### src/rtl/simon_out_packer.sv
// simon_out_packer: gathers SIMON cipher blocks into tagged packets
// and buffers finished packets in a small output FIFO.
module simon_out_packer #(
    parameter int N = 32,
    parameter int BPP = 2,
    parameter int DEPTH = 2,
    parameter logic [3:0] MODE = 4'h0,
    localparam int PKT_W = 16 + 2 * BPP * N,
    localparam int FW = $clog2(DEPTH + 1)
) (
    input  logic                  clk,
    input  logic                  R,
    input  logic                  doneDATA,
    input  logic [7:0]            infoOUT,
    input  logic [1:0][N-1:0]     outDATA,
    output logic                  readDATA,
    input  logic                  out_readPKT,
    output logic                  out_donePKT,
    output logic [PKT_W-1:0]      out,
    output logic                  err,
    output logic [FW-1:0]         fill
);

    localparam int KW = $clog2(BPP + 1);
    localparam int PW = (DEPTH > 1) ? $clog2(DEPTH) : 1;

    typedef enum logic [2:0] {
        IDLE, LOAD, READ, DROP, RELEASE, PUSH
    } state_t;

    state_t                    state_q, state_d;
    logic                      open_q, open_d;
    logic [7:0]                info_q, info_d;
    logic [KW-1:0]             k_q, k_d;
    logic [KW-1:0]             need_q, need_d;
    logic [2*BPP-1:0][N-1:0]   slot_q, slot_d;
    logic [7:0]                count_q, count_d;
    logic [DEPTH-1:0][PKT_W-1:0] mem_q, mem_d;
    logic [PW-1:0]             wr_q, wr_d;
    logic [PW-1:0]             rd_q, rd_d;
    logic [FW-1:0]             fill_q, fill_d;
    logic                      full;
    logic                      push;
    logic                      pop;

    function automatic logic [PW-1:0] ptr_next(input logic [PW-1:0] p);
        return (p == PW'(DEPTH - 1)) ? '0 : p + PW'(1);
    endfunction

    // Push is gated by the registered full flag only, never by a same-cycle pop.
    assign full        = (fill_q == FW'(DEPTH));
    assign out_donePKT = (fill_q != '0);
    assign pop         = out_donePKT & out_readPKT;
    assign push        = (state_q == PUSH) & ~full;
    assign readDATA    = (state_q == READ) | (state_q == DROP);
    assign err         = (state_q == DROP);
    assign fill        = fill_q;
    assign out         = out_donePKT ? mem_q[rd_q] : '0;

    always_comb begin
        state_d = state_q;
        open_d  = open_q;
        info_d  = info_q;
        k_d     = k_q;
        need_d  = need_q;
        slot_d  = slot_q;
        count_d = count_q;
        unique case (state_q)
            IDLE: begin
                if (doneDATA) state_d = open_q ? READ : LOAD;
            end
            LOAD: begin
                if (infoOUT[3:0] != MODE || !infoOUT[4]) begin
                    state_d = DROP;
                end else begin
                    info_d  = infoOUT;
                    need_d  = (infoOUT[7] & ~infoOUT[5]) ? KW'(BPP) : KW'(1);
                    k_d     = '0;
                    open_d  = 1'b1;
                    state_d = READ;
                end
            end
            READ: begin
                for (int i = 0; i < BPP; i++) begin
                    if (k_q == KW'(i)) begin
                        if (info_q[5]) begin
                            slot_d[2*i]   = '0;
                            slot_d[2*i+1] = '0;
                        end else if (info_q[6]) begin
                            slot_d[2*i]   = outDATA[0];
                            slot_d[2*i+1] = outDATA[1];
                        end else begin
                            slot_d[2*i]   = outDATA[1];
                            slot_d[2*i+1] = outDATA[0];
                        end
                    end
                end
                k_d     = k_q + KW'(1);
                state_d = RELEASE;
            end
            DROP: state_d = RELEASE;
            RELEASE: begin
                if (!doneDATA) begin
                    state_d = (open_q && k_q == need_q) ? PUSH : IDLE;
                end
            end
            PUSH: begin
                if (!full) begin
                    count_d = count_q + 8'd1;
                    slot_d  = '0;
                    open_d  = 1'b0;
                    state_d = IDLE;
                end
            end
            default: state_d = IDLE;
        endcase
    end

    always_comb begin
        mem_d  = mem_q;
        wr_d   = wr_q;
        rd_d   = rd_q;
        fill_d = fill_q;
        if (push) begin
            mem_d[wr_q] = {info_q, count_q, slot_q};
            wr_d        = ptr_next(wr_q);
        end
        if (pop) rd_d = ptr_next(rd_q);
        if (push && !pop) fill_d = fill_q + FW'(1);
        else if (pop && !push) fill_d = fill_q - FW'(1);
    end

    always_ff @(posedge clk or posedge R) begin
        if (R) begin
            state_q <= IDLE;
            open_q  <= 1'b0;
            info_q  <= '0;
            k_q     <= '0;
            need_q  <= '0;
            slot_q  <= '0;
            count_q <= '0;
            mem_q   <= '0;
            wr_q    <= '0;
            rd_q    <= '0;
            fill_q  <= '0;
        end else begin
            state_q <= state_d;
            open_q  <= open_d;
            info_q  <= info_d;
            k_q     <= k_d;
            need_q  <= need_d;
            slot_q  <= slot_d;
            count_q <= count_d;
            mem_q   <= mem_d;
            wr_q    <= wr_d;
            rd_q    <= rd_d;
            fill_q  <= fill_d;
        end
    end

endmodule
### config.mk
export PLATFORM = sky130hd
export DESIGN_NAME = simon_out_packer
export DESIGN_NICKNAME = d
export VERILOG_FILES = /design/src/rtl/simon_out_packer.sv
export SDC_FILE = /design/constraint.sdc
export NUM_CORES = 1
export LEC_CHECK = 0
export ABC_AREA = 0
export ABC_CLOCK_PERIOD_IN_PS = 20400
export BUFFER_PORTS_ARGS = -buffer_cell sky130_fd_sc_hd__buf_2
export CORE_MARGIN = 2
export CORE_UTILIZATION = 50
export CTS_CLUSTER_SIZE = 20
export DETAILED_ROUTE_END_ITERATION = 7
export GPL_ROUTABILITY_DRIVEN = 0
export PLACE_DENSITY = 0.79
export SLEW_MARGIN = 20
export SYNTH_ARGS = -nofsm -noshare
export SYNTH_HDL_FRONTEND = slang
export SYNTH_SLANG_ARGS = --single-unit
export TNS_END_PERCENT = 100
### constraint.sdc
create_clock -name clk -period 20.4 [get_ports clk]
set_input_delay 3.06 -clock clk [delete_from_list [all_inputs] [get_ports clk]]
set_output_delay 3.06 -clock clk [all_outputs]
set_load 0.01 [all_outputs]
==> run metrics <==
status finished clean; row count 72; xor and xnor area share after synthesis 0.6179%; Syn Nets 1540; leading cell type in the layout, fill and taps excluded dfrtp_1; CP max stage cell buf_4; RSZ-0062 raised after global routing no; vias in the first global route 12510; Synth Area in Compound Gates 0.5548%; final antenna-violating net count 0; Area Growth Syn to Fin 14.68%; via count 12010; CTS Buf Count 45; Max Clk Rate 0.1602 GHz; Worst Path Required 17.34 ns; largest family of logic cells by synthesized area multiplexers; Synth Cell Area 19850 sq um; Max rail drop VDD 0.00009208 V; simple-gate share of the synthesized area 5.321%; yosys warns 0; Final Hold Fails 0; mux cell area share after synthesis 34.38%; Setup crit end kind primary output; die area 41300 sq um; worst-margin pin slew 1.031 ns; most area-consuming cells after synthesis dfrtp_1 56%, mux2_2 16%, mux2i_1 10%; Clock transition at path regs 0.06 ns; Remaining Overflow, GRT 0; share of post-route cells with drive strength above 1 35.68%; Setup Skew 0.02554 ns; Power, Total 3.844 mW; Layout fillers 3157; Ports 225; critical path's top delay family buffers and inverters; Slew Viols, Final 0; Netlist cell types 38; Initial Util 50.99%; Final #Nets 1737; slew margin rel. 31.09%; CP peak stage delay 0.82 ns; Root Buffer clkbuf_16; Yosys top cell by area dfrtp_1; TritonRoute pass-1 iters 5; pin count of the biggest net entering global routing 117; die width 203.2 um; port bufs 224; initial antenna violation count 12; Routed WL 45.44 mm; flop-to-flop setup slack 17.30 ns; Post-Syn Instances 1460; first-pass GRT wire length 71.65 mm; H-tree depth 2; FF+latch count, synth 444; Wirelength per Cell 20.50 um; critical path's most frequent cell buf_4; DRC 0; Post-DP HPWL 29.46 mm; Power per Cell Area 168.9 nW/um^2; Crit path arrival time 3.18 ns; DR vias/cell 5.418; Crit Path Max Fanout 53; gr usage total 22.42%; Mean Syn Cell Area 13.59 sq um; setup tns final 0 ns; register area share after synthesis 55.99%; Lkg Pwr 11.07 nW; hold buffers post-CTS 0; initial DRC count 691; final worst path period need 6.243 ns; CP cell instances buf_4 -> buf_4 -> mux2i_1 -> nor2_1 -> buf_2; final setup fails 0; CTS-repair resized insts 0; worst skew pair latency 0.58 ns; Clock Tree Buf Depth 3; Synth Area in Adders 0.2522%; share of the synthesized area in the top cell type 55.99%; CP Launch Type flop; Setup Fix Bufs, Post-CTS 0; part of the cycle the worst path needs 30.60%; Worst Hold Class flop to flop; Die Ht 203.2 um; critical path class flop to primary output; CTS sink count 444; most frequent cells in the layout 442 x dfrtp_1, 282 x mux2_2, 224 x buf_2, 216 x nor2_1, 208 x mux2i_1; TritonCTS clock tree yes; core area 38920 sq um; Critical path buffers and inverters 3; Max Cap Violations 0
-- final timing paths --
| kind | depth (start not counted) | to | startpoint |
|---|---|---|---|
| worst max register to register | 6 | mem_q[166]$_DFFE_PP0P_ | fill[0]$_DFFE_PP0P_ |
| worst min-delay path | 1 | mem_q[275]$_DFFE_PP0P_ | mem_q[275]$_DFFE_PP0P_ |
| min in group asynchronous | 2 | mem_q[129]$_DFFE_PP0P_ | R |
| max in group asynchronous | 4 | mem_q[212]$_DFFE_PP0P_ | R |
| worst min register to register | 1 | mem_q[275]$_DFFE_PP0P_ | mem_q[275]$_DFFE_PP0P_ |
| worst max-delay path | 5 | out[80] | rd_q$_DFFE_PP0P_ |
-- routing by layer --
metal  vias to the layer above  GRT usage (%)  wire, um
li1                       5480              -         -
met1                      6232          32.35     21190
met2                       217          34.57     21290
met3                        83          2.733      1521
met4                         0          9.385      1439
met5                         -              0         0
-- through the flow --
step	hold slack [ns]	std cells	util (%)	setup WS, ns	area, sq um
CTS	0.4940	2203	58.23	14.02	22660
finish	0.4920	2217	58.48	14.16	22760
detailed placement	0.4808	2126	54.55	14.42	21230
floorplan	0.4440	1460	-	4.968	19850
global route	0.5066	2217	58.48	13.97	22760
global placement	0.4721	2126	54.55	14.53	21230
-- Yosys cell counts, drive strengths merged --
master / count
a21oi: 2
a221o: 1
a22oi: 1
a31oi: 4
and2: 5
and3: 5
and3b: 1
buf: 67
clkbuf: 25
dfrtp: 444
ha: 4
inv: 7
mux2: 421
mux2i: 208
nand2: 10
nand2b: 6
nand3: 4
nand3b: 1
nand4: 1
nor2: 218
nor2b: 1
nor3: 2
nor4b: 1
o21ai: 3
o22ai: 2
or3: 1
or4: 1
xnor2: 9
xor2: 5
-- final cells by class --
class	instances	area, sq um	share of cell area, %
flip-flops and latches	444	11120	48.85
multi-input cells	917	8185	35.97
clock buffers	67	1319	5.795
repair buffers	242	1308	5.745
well taps	518	648.1	2.848
clock inverters	10	113.9	0.5003
inverters	7	36.28	0.1594
diodes	12	30.03	0.1319
-- state kept, by name, summed over array words and instances (netlist names) --
| name | cells |
|---|---|
| count_q | 8 |
| slot_q | 128 |
| open_q | 1 |
| need_q | 2 |
| info_q | 8 |
| rd_q | 1 |
| fill | 2 |
| state_q | 3 |
| mem_q | 288 |
| wr_q | 1 |
| k_q | 2 |
-- worst register-to-register path, stage by stage (launching register included) --
cell and delay (ns):
dfrtp_1 0.46, nand2b_1 0.37, nand2_4 0.24, inv_4 0.12, nand2_8 0.58, buf_4 0.74, mux2_2 0.47
-- power breakdown --
part / internal [mW] / total [mW] / switching [mW]
Clock: 0.471 / 0.806 / 0.335
Sequential: 1.28 / 1.55 / 0.266
Combinational: 0.713 / 1.49 / 0.777
Total: 2.47 / 3.84 / 1.38
-- logic make-up (layout without fill, tap and decap cells) --
logic type	after synthesis	in the layout
AND/OR/NAND/NOR	257	257
buffers and inverters	99	326
AO/OA/AOI/OAI	13	13
XOR/XNOR	14	14
adder cells (fa/ha/maj)	4	4
flip-flops	444	444
multiplexers	629	629
other	0	12
No activity file was read; power rests on OpenSTA's default activity.
